## src/rtl/halfword_pkg.sv

```systemverilog
// Shared definitions for the halfword window controller and the shift register it feeds.
package halfword_pkg;

  localparam int HW_DEPTH = 16;

  typedef enum logic [2:0] {
    IDLE  = 3'd0,
    LO    = 3'd1,
    HI    = 3'd2,
    DRAIN = 3'd3,
    FULL  = 3'd4
  } state_t;

endpackage

```

## src/rtl/halfword_window_ctrl.sv

```systemverilog
// Pairs an incoming byte stream into halfwords, pulses the shift register once per halfword,
// and holds a full window until the consumer acknowledges it.
module halfword_window_ctrl
  import halfword_pkg::*;
#(
  parameter  int DEPTH = HW_DEPTH,
  localparam int CNT_W = $clog2(DEPTH + 1)
) (
  input  logic             clk,
  input  logic             rstb,
  input  logic             start,
  input  logic             flush,
  input  logic             in_valid,
  input  logic [7:0]       in_data,
  output logic             in_ready,
  output logic             sh_ena,
  output logic [15:0]      sh_data,
  output logic             win_valid,
  input  logic             win_ack,
  output logic             busy,
  output logic [CNT_W-1:0] count
);

  state_t     state;
  logic [7:0] low_byte;
  logic       hs;

  // flush masks in_ready so an aborted cycle never consumes a byte
  assign in_ready = ((state == LO) || (state == HI)) && !flush;
  assign hs       = in_valid && in_ready;

  always_ff @(posedge clk or negedge rstb) begin
    if (!rstb) begin
      state     <= IDLE;
      sh_ena    <= 1'b0;
      sh_data   <= '0;
      win_valid <= 1'b0;
      busy      <= 1'b0;
      count     <= '0;
    end else begin
      sh_ena <= 1'b0;
      if (flush) begin
        state     <= IDLE;
        win_valid <= 1'b0;
        busy      <= 1'b0;
        count     <= '0;
      end else begin
        case (state)
          IDLE: begin
            if (start) begin
              state <= LO;
              busy  <= 1'b1;
            end
          end
          LO: begin
            if (hs) state <= HI;
          end
          HI: begin
            if (hs) begin
              sh_data <= {in_data, low_byte};
              sh_ena  <= 1'b1;
              count   <= count + 1'b1;
              state   <= (count == CNT_W'(DEPTH - 1)) ? DRAIN : LO;
            end
          end
          DRAIN: begin
            // last shift lands on the negedge inside this cycle
            state     <= FULL;
            win_valid <= 1'b1;
          end
          FULL: begin
            if (win_ack) begin
              state     <= IDLE;
              win_valid <= 1'b0;
              busy      <= 1'b0;
              count     <= '0;
            end
          end
          default: begin
            state     <= IDLE;
            win_valid <= 1'b0;
            busy      <= 1'b0;
            count     <= '0;
          end
        endcase
      end
    end
  end

  // Low byte holding register carries data only, so it has no reset.
  always_ff @(posedge clk) begin
    if (state == LO && hs) low_byte <= in_data;
  end

endmodule

```

## config.mk

```make
export PLATFORM = sky130hd
export DESIGN_NAME = halfword_window_ctrl
export DESIGN_NICKNAME = d
export VERILOG_FILES = /design/src/rtl/halfword_pkg.sv /design/src/rtl/halfword_window_ctrl.sv
export SDC_FILE = /design/constraint.sdc
export NUM_CORES = 1
export LEC_CHECK = 0
export ABC_AREA = 1
export BUFFER_PORTS_ARGS = -buffer_cell sky130_fd_sc_hd__buf_4
export CORE_MARGIN = 4
export CORE_UTILIZATION = 54
export CTS_BUF_LIST = sky130_fd_sc_hd__clkbuf_4
export DETAILED_ROUTE_END_ITERATION = 16
export HOLD_SLACK_MARGIN = 0.08
export PLACE_DENSITY = 0.78
export SYNTH_ARGS = -nofsm -noshare
export SYNTH_HDL_FRONTEND = slang
export SYNTH_SLANG_ARGS = --single-unit
```

## constraint.sdc

```tcl
create_clock -name clk -period 2.1 [get_ports clk]
set_input_delay 0.63 -clock clk [delete_from_list [all_inputs] [get_ports clk]]
set_output_delay 0.63 -clock clk [all_outputs]
set_load 0.005 [all_outputs]
```

After elaboration in Yosys (flattened, before gate mapping)
Index checks and enable logic that the tools add are counted.
{ "word_totals": {"inputBits": 14, "word_cells": 55, "output_inout_bits": 25, "register_bits": 35, "romBits": 0, "latchBits": 0, "mem_count": 0, "ram_bits": 0} }
{ "classes": {"bitwise_logic": 1, "reduce_logical": 14, "eq_ne": 12, "magnitude_cmp": 0, "n_div": 0, "mux": 20, "shift": 0, "add_sub_neg": 1, "n_mul": 0} }
{ "op_table": {"columns": ["op", "count"], "rows": [
  ["2-to-1 mux 3 bit", 5],
  ["2-to-1 mux 5 bit", 3],
  ["one-hot mux 3 bit (5 select lines)", 1],
  ["one-hot mux 5 bit (3 select lines)", 1],
  ["inequality test 3 bit (second input constant)", 4],
  ["AND reduction 3 bit", 3],
  ["OR reduction 3 bit", 3],
  ["2-to-1 mux 1 bit", 7],
  ["equality test 3 x 2 -> 1 bit (second input constant)", 2],
  ["inequality test 2 x 1 -> 1 bit (second input constant)", 3],
  ["one-hot mux 1 bit (3 select lines)", 2],
  ["adder 5 x 1 -> 5 bit (second input constant)", 1],
  ["equality test 5 x 4 -> 1 bit (second input constant)", 1],
  ["AND reduction 4 bit", 1],
  ["equality test 3 x 1 -> 1 bit (second input constant)", 1],
  ["equality test 3 bit (second input constant)", 1],
  ["logical AND 1 bit", 3],
  ["logical NOT 3 bit", 1],
  ["2-to-1 mux 2 bit", 1],
  ["AND reduction 2 bit", 1],
  ["logical NOT 1 bit", 1],
  ["logical OR 1 bit", 1],
  ["NOT 1 bit", 1]
]} }

Logic depth before layout (Yosys ltp)
Gate-level depths: netlist of the first run.
{ "depth": {"ltp_word": 7, "ltp_mapped": 8, "depth_no_buf": 8} }

Least setup slack after synthesis of the first run
No wires, ideal clock.
{ "synth_timing": {"path_kind": "register to register", "start": "reg state[1]", "end": "reg low_byte[0] (enable)", "stages_incl_launch_ff": 7, "setup_ps": 370, "period_less_slack_ps": 1598, "n_path_buf": 1, "setup_slack_ps": 502, "t_required_ps": 1730, "arrival_time_ps": 1227, "cell_sequence": "dfrtp_1 -> buf_2 -> inv_1 -> nand3_1 -> nand2_1 -> nand3_1 -> nor2_1"} }
{ "synth_via": {"elab_chain_len": 5, "elab_cells_between_ends": 6, "classes_between": "eq/ne: 2; reduce/logical: 4"} }
{ "synth_lines": {"columns": ["item", "line", "rtl"], "rows": [
  ["start: declaration", "halfword_window_ctrl.sv:24", "state_t state;"],
  ["start signal: assignment", "halfword_window_ctrl.sv:63", "state <= (count == CNT_W'(DEPTH - 1)) ? DRAIN : LO;"],
  ["equality test 3 x 1 -> 1 bit or equality test 3 x 2 -> 1 bit (tied branches)", "halfword_window_ctrl.sv:29, halfword_window_ctrl.sv:92", null],
  ["logical OR 1 bit", "halfword_window_ctrl.sv:29", "assign in_ready = ((state == LO) || (state == HI)) && !flush;"],
  ["logical AND 1 bit", "halfword_window_ctrl.sv:29", null],
  ["logical AND 1 bit", "halfword_window_ctrl.sv:30", "assign hs = in_valid && in_ready;"],
  ["logical AND 1 bit (*)", "halfword_window_ctrl.sv:92", "if (state == LO && hs) low_byte <= in_data;"],
  ["end signal: assignment", "halfword_window_ctrl.sv:92", null],
  ["end: declaration", "halfword_window_ctrl.sv:25", "logic [7:0] low_byte;"]
]} }
Mark *: on every way between the ends. The rest lies on a longest branch, timed or not.
A chain may end at the register's enable or synchronous reset.

Worst setup path after layout of the first run
{ "layout_timing": {"start": "reg state[1]", "end": "out in_ready"} }
{ "layout_via": {"elab_chain_len": 3, "elab_cells_between_ends": 4, "classes_between": "eq/ne: 2; reduce/logical: 2"} }
{ "layout_lines": {"columns": ["item", "line", "rtl"], "rows": [
  ["equality test 3 x 1 -> 1 bit or equality test 3 x 2 -> 1 bit (tied branches)", "halfword_window_ctrl.sv:29", null],
  ["logical OR 1 bit (*)", "halfword_window_ctrl.sv:29", null],
  ["logical AND 1 bit (*)", "halfword_window_ctrl.sv:29", null],
  ["end: declaration", "halfword_window_ctrl.sv:15", "output logic in_ready,"]
]} }
Marks and branches as above.

==> reports/qor.csv, run 1 <==
stage;metric;value;unit
status;status;complete, no violations;
clock_network;cts-root-buf;clkbuf_4;
global_routing;grt-ovfl-total;0;
sta;max_slew.worst_pin.slew;0.336;ns
critical_path;worstSetupStartpointType;flop;
sta;finalCriticalPeriod;1.96;ns
clock_network;tritoncts;yes;
synth;netlist.area_leader.share;0.451;
routing;drc;0;
routing;detail_route.wl_per_cell;13.0;µm
synth;synthDistinctLibCells;21;
clock_network;cts_buffers;5;
synth;synth_area;1500;µm²
synth;yosys_warnings;0;
cells_and_area;fin_cells;235;
placed_design;dpl.cell_count;227;
sta;relSlewSlack;0.776;
die;start_util;0.583;
cells_and_area;mostFrequentLayoutCell;nand2_1;
clock_network;h-tree-depth;2;
synth;synthesis.nets;177;
power_and_ir_drop;ir_drop;880;µV
die;die-area;3680;µm²
sta;tns;0;ns
cells_and_area;drive_above_1_share;0.273;
flow_run;drv_cap;0;
synth;yosysTopAreaCell;dfrtp_1;
placed_design;gp_congestion;0.896;
synth;synth_cells;161;
cells_and_area;layout.nets;220;
global_routing;antenna_found_initial;0;
routing;drtPass1Iterations;4;
power_and_ir_drop;power_density;1080;nW/µm²
die;core_region_area;2570;µm²
critical_path;critPathKind;flop to output port;
cells_and_area;final_cell_mix;nand2_1 (70), buf_4 (39), dfrtp_1 (27), inv_1 (12), nand3_1 (12);
critical_path;end_kind;output port;
synth;yosysSeqAreaShare;0.612;
clock_network;clkTransAtPathRegs;0.11;ns
die;fp.dieH;60.7;µm
critical_path;worstPathArrival;1.33;ns
critical_path;required;1.47;ns
global_routing;grt_max_degree;28;
clock_network;cts_buffer_depth;2;
synth;ys_ff_latch;35;
synth;ys_top_cells_by_area;dfrtp_1 (45%), nand2_1 (18%), edfxtp_1 (16%);
power_and_ir_drop;p_leak;0.00100;µW
routing;drtAntennaViolNets;0;
routing;routed_wl;3060;µm
sta;rsz0062_at_grt;false;
worst_hold_path;hp-class;input pin to async pin;
critical_path;critPathLaunch;state[1];
die;die_w;60.7;µm
placed_design;dp_hpwl;2280;µm
routing;viasPerCell;5.03;
cells_and_area;multi_input_area;503;µm²
placed_design;pre_cts_ws;0.346;ns
sta;hold_violations;0;
sta;fin_skew;0.0102;ns
sta;slew_viol_final;0;
global_routing;grt_pass1_wl;5010;µm
clock_network;cts_setup_buffers;0;
sta;post-route-period-util;0.935;
global_routing;grtUsageTotal;0.188;
placed_design;port_buffers;38;
die;core.rowCount;18;
routing;dr_total_vias;1183;
routing;drtIter0Drc;52;
cells_and_area;fillers;207;
die;io_pins;39;
sta;finalSetupViolations;0;
critical_path;worstReg2RegStart;state[1];
clock_network;clock-sinks;35;
cells_and_area;areaGrowthSynthToFinish;24.6;%
sta;clock.fmax;0.509;GHz
critical_path;worstPathMaxFanout;7;
power_and_ir_drop;power;2020;µW
clock_network;clk-insertion-delay-late;0.33;ns
synth;syn_area_per_cell;9.30;µm²
cells_and_area;final_util;0.727;
cells_and_area;diodes;0;
cells_and_area;ff_latch_area;916;µm²
global_routing;grt_pass1_vias;1150;
sta;setup_slack;0.137;ns
per-layer routing:
layer  track usage  up-vias  routed length (µm)
met4        0.0619        0                  31
met3        0.0660        5                 187
met5             0        -                   0
met1         0.232      550                1280
li1              -      596                   -
met2         0.308       32                1570
where the power goes:
part	leakage (µW)	switching, µW	total, µW	internal, µW
combinational	0.000546	309	647	338
sequential	0.000426	135	1010	877
clock	0.0000317	220	362	142
total	0.00100	665	2020	1360
cell usage after synthesis:
library cell   n
nand2_1       70
dfrtp_1       27
inv_1         13
nand3_1       13
edfxtp_1       8
nor2_1         7
o21ai_0        5
a21oi_1        2
buf_2          2
ha_1           2
nand4_1        2
a21boi_0       1
buf_8          1
inv_2          1
inv_4          1
nand2_4        1
nand3_2        1
nand3_4        1
nand3b_1       1
nor2_4         1
or2_2          1
stage by stage:
step	cell area [µm²]	hold WS (ns)
2_1_floorplan	1500	0.334
3_3_place_gp	1800	0.422
6_report	1870	0.183
5_1_grt	1870	0.179
3_5_place_dp	1800	0.430
4_1_cts	1860	0.192
sequential cells by signal (all words and copies together) (netlist names):
| name | count |
|---|---|
| low_byte | 8 |
| count | 5 |
| busy | 1 |
| win_valid | 1 |
| state | 3 |
| sh_ena | 1 |
| sh_data | 16 |
critical path: stages (launching register included):
cell and delay (ns):
dfrtp_1 0.48, inv_1 0.13, nand3_2 0.12, a21oi_1 0.15
buf_4 0.12
logic make-up (layout without fill, tap and decap cells):
kind of cell / Yosys count / count (layout) / synth area share
adders and majority gates: 2 / 2 / 0.0167
and+or+nand+nor: 98 / 98 / 0.287
buffers and inverters: 18 / 62 / 0.0560
DFF: 35 / 35 / 0.612
AOI/OAI and AO/OA: 8 / 8 / 0.0284
area by class of cell:
cell class,instances,share of cell area
repair buffers,39,0.157
flip-flops and latches,35,0.491
inverters,15,0.0315
multi-input cells,108,0.270
well taps,30,0.0201
clock inverters,2,0.00671
clock buffers,6,0.0241
timing repair:
item,in CTS,in global routing
endpoints found under the setup margin,0,1
resized for setup,0,2
hold buffers,0,0
endpoints found under the hold margin,0,0
path summary, 6_finish.rpt:
path                       cells after the start  slack [ns]           to
hold / removal                                 1        0.18   sh_data[1]
max in group asynchronous                      1        1.66     count[1]
setup reg to reg                               6        0.61  low_byte[3]
hold reg to reg                                2        0.45   sh_data[1]
min in group clk                               2        0.45   sh_data[1]
setup / recovery                               4        0.14     in_ready
Note: power is estimated with default switching activity, not from simulation.
==> run 2, diff against run 1 <==
--- a/config.mk
+++ b/config.mk
@@ -11,8 +11,10 @@
 export CORE_UTILIZATION = 54
 export CTS_BUF_LIST = sky130_fd_sc_hd__clkbuf_4
 export DETAILED_ROUTE_END_ITERATION = 16
+export GPL_TIMING_DRIVEN = 0
 export HOLD_SLACK_MARGIN = 0.08
 export PLACE_DENSITY = 0.78
+export RECOVER_POWER = 50
 export SYNTH_ARGS = -nofsm -noshare
 export SYNTH_HDL_FRONTEND = slang
 export SYNTH_SLANG_ARGS = --single-unit
==> run 2 against run 1 <==
  * Sequential cell count did not move
  * Critical path depth grew 1
  * First-iteration DRC count down 3.8%
  * Total power is 4.0% higher
  * Sequential power barely moved
  * Hold slack improved by 0.26 ns
  * Largest cell class unchanged
==> reports/qor.csv, run 2 (synthesis gave the netlist of run 1 again) <==
stage;metric;value;unit;change
status;status;complete, no violations;;
global_routing;grt-ovfl-total;0;;unchanged
die;start_util;0.583;;unchanged
power_and_ir_drop;p_seq_frac;0.470;;-0.031
clock_network;clkTransAtPathRegs;0.11;ns;about the same
cells_and_area;largest_reg_flops;16;;unchanged
cells_and_area;multi_input_area;478;µm²;-5.0%
power_and_ir_drop;power_density;1120;nW/µm²;+3.7%
cells_and_area;areaGrowthSynthToFinish;25.0;%;
sta;slew_viol_final;0;;unchanged
sta;clock.fmax;0.495;GHz;-2.8%
power_and_ir_drop;swShare;0.307;;-0.0220
flow_run;drv_cap;0;;unchanged
critical_path;max_stage_delay;0.38;ns;-0.10 ns
placed_design;pre_cts_ws;0.147;ns;-0.199 ns
clock_network;tritoncts;yes;;
power_and_ir_drop;comb_power_share;0.310;;-0.010
sta;post-route-period-util;0.962;;+0.0270
routing;drtIter0Drc;50;;-3.8%
cells_and_area;drive_above_1_share;0.246;;-0.0268
critical_path;crit_chain;buf_2 -> inv_1 -> nand3_1 -> a21oi_1 -> buf_4;;
cells_and_area;ff_latch_area;916;µm²;unchanged
critical_path;worstSetupStartpointType;flop;;
die;io_pins;39;;unchanged
routing;drc;0;;unchanged
cells_and_area;top_regs;sh_data x16, low_byte x8, count x5;;
sta;fin_skew;0.0165;ns;+0.00626 ns
global_routing;grt_max_degree;28;;unchanged
critical_path;critPathKind;flop to output port;;
routing;routed.top_layer;met4;;
die;core.rowCount;18;;unchanged
clock_network;h-tree-depth;2;;unchanged
die;core_region_area;2570;µm²;unchanged
routing;drtPass1Iterations;4;;unchanged
critical_path;worstPathMaxFanout;7;;unchanged
die;die_w;60.7;µm;unchanged
placed_design;dp_hpwl;2240;µm;-1.9%
critical_path;worstPathArrival;1.39;ns;+0.06 ns
power_and_ir_drop;ir_drop;1010;µV;+14%
critical_path;required;1.47;ns;about the same
clock_network;cts_buffers;5;;unchanged
power_and_ir_drop;clockPowerShare;0.220;;+0.041
cells_and_area;diodes;0;;unchanged
placed_design;port_buffers;38;;unchanged
routing;dr_wl_met3;197;µm;+5.3%
global_routing;grtUsageTotal;0.186;;-0.00234
clock_network;cts-root-buf;clkbuf_4;;
sta;setup_slack;0.0804;ns;-0.0567 ns
routing;viasPerCell;5.02;;-0.26%
clock_network;cts_setup_buffers;0;;unchanged
sta;max_slew.worst_pin.slew;1.45;ns;+1.11 ns
clock_network;cts_hold_buffers;0;;unchanged
routing;detail_route.wl_per_cell;12.8;µm;-2.0%
critical_path;crit_slowest_cell;dfrtp_1;;
routing;met1Wirelength;1270;µm;-0.63%
cells_and_area;layout.nets;222;;+0.91%
sta;rsz0062_at_grt;false;;
clock_network;cts_buffer_depth;2;;unchanged
routing;wl_met2;1500;µm;-4.1%
power_and_ir_drop;p_leak;0.00101;µW;+0.34%
die;die-area;3680;µm²;unchanged
die;fp.dieH;60.7;µm;unchanged
cells_and_area;fillers;206;;-0.48%
placed_design;gp_congestion;0.853;;-4.9%
cells_and_area;mostFrequentLayoutCell;nand2_1;;
routing;drtAntennaViolNets;0;;unchanged
clock_network;cts_resized;0;;unchanged
cells_and_area;final_cell_mix;nand2_1 (71), buf_4 (29), dfrtp_1 (27), nand3_1 (14);;
power_and_ir_drop;switchingPower;645;µW;-2.9%
sta;finalSetupViolations;0;;unchanged
sta;relSlewSlack;0.0359;;-0.740
routing;routed_wl;3030;µm;-1.1%
sta;hold_violations;0;;unchanged
global_routing;grt_pass1_wl;4980;µm;-0.56%
worst_hold_path;hp-class;flop to flop;;
global_routing;grt_pass1_vias;1112;;-3.3%
clock_network;clock-sinks;35;;unchanged
cells_and_area;largest-register;sh_data;;
clock_network;clk-insertion-delay-late;0.34;ns;about the same
critical_path;end_kind;output port;;
routing;dr_total_vias;1190;;+0.59%
power_and_ir_drop;internal_power;1460;µW;+7.4%
global_routing;antenna_found_initial;0;;unchanged
sta;tns;0;ns;unchanged
sta;finalCriticalPeriod;2.02;ns;+0.0567 ns
## run 2: final cells by class
type / count / area share
flip-flops and latches: 35 / 0.489
multi-input cells: 108 / 0.255
inverters: 15 / 0.0307
clock buffers: 5 / 0.0201
repair buffers: 38 / 0.150
clock inverters: 3 / 0.0207
well taps: 30 / 0.0201
plain buffers: 3 / 0.0134
## run 2: power by group through the flow
stage | Combinational (µW) | Sequential, µW | Clock (µW)
detailed placement | 674 | 1010 | 0
global route | 744 | 1020 | 504
floorplan | 303 | 1010 | 0
finish | 651 | 989 | 464
global placement | 649 | 999 | 0
CTS | 677 | 994 | 478
## run 2: final timing paths
kind / slack [ns] / end / start / depth (start not counted)
worst max-delay path: 0.08 / in_ready / state[1] / 5
worst min-delay path: 0.44 / sh_data[6] / low_byte[6] / 2
worst max register to register: 0.21 / low_byte[3] / state[1] / 6
worst min register to register: 0.44 / sh_data[6] / low_byte[6] / 2
max in group asynchronous: 0.64 / sh_data[3] / rstb / 1
min in group asynchronous: 0.61 / sh_ena / rstb / 1
## run 2: critical path: cells and delay by family, from the launching register on
kind	cells	cell delay, ns
DFF	1	0.38
and+or+nand+nor	1	0.15
AOI/OAI and AO/OA	1	0.17
buffers and inverters	3	0.37
## run 2: through the flow
stage                     hold slack (ns)  cells  area [µm²]   util  total power, µW
final                               0.438    237        1870  0.729             2100
after global routing                0.478    237        1870  0.729             2260
after CTS                           0.184    237        1900  0.739             2150
after detailed placement            0.433    229        1820  0.709             1680
after global placement              0.422    229        1820  0.709             1650
after floorplan                     0.334    161        1500      -             1310
## run 2: metal layers
metal | track usage | up-vias
met2 | 0.292 | 43
li1 | - | 600
met4 | 0.0805 | 0
met5 | 0 | -
met3 | 0.0489 | 8
met1 | 0.243 | 539
==> run 3, diff against run 2 <==
--- a/config.mk
+++ b/config.mk
@@ -6,7 +6,7 @@
 export NUM_CORES = 1
 export LEC_CHECK = 0
 export ABC_AREA = 1
-export BUFFER_PORTS_ARGS = -buffer_cell sky130_fd_sc_hd__buf_4
+export BUFFER_PORTS_ARGS = -buffer_cell sky130_fd_sc_hd__clkbuf_2
 export CORE_MARGIN = 4
 export CORE_UTILIZATION = 54
 export CTS_BUF_LIST = sky130_fd_sc_hd__clkbuf_4
==> run 3 against run 2 <==
  * Setup slack improved by 0.036 ns
  * Highest routed layer unchanged
  * Non-clock buffer count is the same
  * Sequential cell count did not move
  * First-iteration DRC count shrank 28%
  * Maximum frequency up 1.8%
  * Clock power fell by 25%
  * Core utilization is 4.7 points lower
  * Clock-buffer cell count up 1
  * Die area stayed put
  * Global-route usage is 0.60 points higher
==> reports/qor.csv, run 3 (synthesis gave the netlist of run 1 again) <==
stage;metric;value;unit;change
routing;wl_met2;1510;µm;+0.60%
cells_and_area;top_regs;sh_data x16, low_byte x8, count x5;;
power_and_ir_drop;power_density;1080;nW/µm²;-3.6%
clock_network;tritoncts;yes;;
cells_and_area;final_cell_area;1750;µm²;-6.4%
clock_network;cts_buffers;5;;unchanged
critical_path;required;1.47;ns;about the same
critical_path;critPathKind;flop to output port;;
critical_path;r2r_cells;6;;unchanged
placed_design;pre_cts_ws;0.136;ns;-0.0113 ns
clock_network;cts_setup_buffers;0;;unchanged
sta;relSlewSlack;0.0782;;+0.0422
sta;fin_skew;0.0104;ns;-0.00608 ns
placed_design;postPlaceCellArea;1730;µm²;-5.2%
critical_path;end_kind;output port;;
critical_path;worstSetupStartpointType;flop;;
clock_network;clkTransAtPathRegs;0.10;ns;about the same
sta;hold_violations;0;;unchanged
routing;detail_route.wl_per_cell;12.7;µm;-0.63%
cells_and_area;areaGrowthSynthToFinish;17.0;%;
clock_network;cts_buffer_depth;2;;unchanged
critical_path;worstPathMaxFanout;7;;unchanged
routing;drc;0;;unchanged
routing;drtPass1Iterations;4;;unchanged
cells_and_area;mostFrequentLayoutCell;nand2_1;;
routing;drtAntennaViolNets;0;;unchanged
placed_design;gp_congestion;0.848;;-0.57%
sta;clock.fmax;0.504;GHz;+1.8%
worst_hold_path;hp-class;flop to flop;;
status;status;complete, no violations;;
power_and_ir_drop;ir_drop;853;µV;-15%
die;fp.dieH;60.7;µm;unchanged
clock_network;cts_hold_buffers;0;;unchanged
sta;max_slew.worst_pin.slew;1.38;ns;-0.0633 ns
die;start_util;0.583;;unchanged
routing;drtIter0Drc;36;;-28%
global_routing;grt-ovfl-total;0;;unchanged
die;io_pins;39;;unchanged
cells_and_area;largest-register;sh_data;;
sta;finalSetupViolations;0;;unchanged
routing;dr_total_vias;1187;;-0.25%
sta;whs;0.450;ns;+0.0116 ns
worst_hold_path;min_from;low_byte[3];;
routing;viasPerCell;5.01;;-0.25%
routing;dr_wl_met3;228;µm;+16%
routing;routed.top_layer;met4;;
worst_hold_path;holdPathStages;2;;unchanged
critical_path;worstReg2RegStart;state[1];;
cells_and_area;largest_reg_flops;16;;unchanged
die;core.rowCount;18;;unchanged
placed_design;port_buffers;38;;unchanged
clock_network;clk-insertion-delay-late;0.34;ns;about the same
power_and_ir_drop;power;1900;µW;-9.8%
placed_design;dp_hpwl;2250;µm;+0.35%
clock_network;clock-sinks;35;;unchanged
global_routing;grtUsageTotal;0.192;;+0.00597
die;core_region_area;2570;µm²;unchanged
sta;post-route-period-util;0.944;;-0.0174
power_and_ir_drop;p_leak;0.000951;µW;-5.5%
global_routing;grt_max_degree;28;;unchanged
flow_run;drv_cap;0;;unchanged
sta;slew_viol_final;0;;unchanged
cells_and_area;layout.nets;222;;unchanged
global_routing;grt_pass1_vias;1141;;+2.6%
cells_and_area;diodes;0;;unchanged
die;die_w;60.7;µm;unchanged
global_routing;grt_pass1_wl;5080;µm;+1.9%
critical_path;critPathLaunch;state[1];;
routing;met1Wirelength;1230;µm;-3.2%
sta;setup_slack;0.117;ns;+0.0365 ns
global_routing;antenna_found_initial;0;;unchanged
sta;finalCriticalPeriod;1.98;ns;-0.0365 ns
clock_network;h-tree-depth;2;;unchanged
cells_and_area;final_cell_mix;nand2_1 (71), clkbuf_2 (30), dfrtp_1 (27), inv_1 (13), nand3_1 (13);;
clock_network;cts-root-buf;clkbuf_4;;
die;die-area;3680;µm²;unchanged
routing;routed_wl;3010;µm;-0.63%
critical_path;worstPathArrival;1.35;ns;-0.04 ns
cells_and_area;drive_above_1_share;0.213;;-0.0338
## run 3: changes by cell type in the layout (fill, tap and decap cells not counted)
cell	before	now
bufinv_16	1	0
nand3_2	0	1
clkinv_2	1	0
clkbuf_2	0	30
nand3_1	14	13
clkinv_1	1	2
clkbuf_1	1	8
clkbuf_4	13	6
buf_4	29	0
## run 3: repair_timing
item,CTS,global route
hold endpoints to repair,0,0
endpoints found under the setup margin,0,1
gates resized for setup,0,1
## run 3: cell type report
class                      count  area, µm²
sequential                    35        916
fill                         226        816
multi-input combinational    108        483
timing repair buffer          38        180
inverter                      15       57.6
clock buffer                   6       45.0
tap                           30       37.5
buffer                         3       25.0
clock inverter                 2       7.51
## run 3: worst paths after layout
kind	slack, ns	end
min in group asynchronous	0.59	sh_data[11]
max	0.12	in_ready
max reg2reg	0.24	low_byte[3]
min	0.45	sh_data[3]
min reg2reg	0.45	sh_data[3]
max in group asynchronous	0.70	state[0]
## run 3: layer usage
layer	up-vias	track usage
met3	6	0.0723
met4	0	0.0774
met1	541	0.234
met5	-	0
met2	40	0.307
li1	600	-
## run 3: stage by stage
| stage | TNS, ns | instances | util |
|---|---|---|---|
| floorplan | 0 | 161 | - |
| global placement | 0 | 229 | 0.672 |
| detailed placement | 0 | 229 | 0.672 |
| CTS | 0 | 237 | 0.692 |
| global route | -0.0169 | 237 | 0.682 |
| finish | 0 | 237 | 0.682 |
## run 3: critical path, cell delays in order, from the launching register on
cell and delay [ns]:
dfrtp_1 0.37, buf_2 0.16, inv_1 0.09, nand3_2 0.11
a21oi_1 0.15, clkbuf_2 0.13
## run 3: report_power, final
group	internal, µW	leakage, µW	switching (µW)	total, µW
logic	246	0.000495	314	560
clock network	137	0.0000307	211	348
registers	878	0.000426	112	990
total	1260	0.000951	637	1900
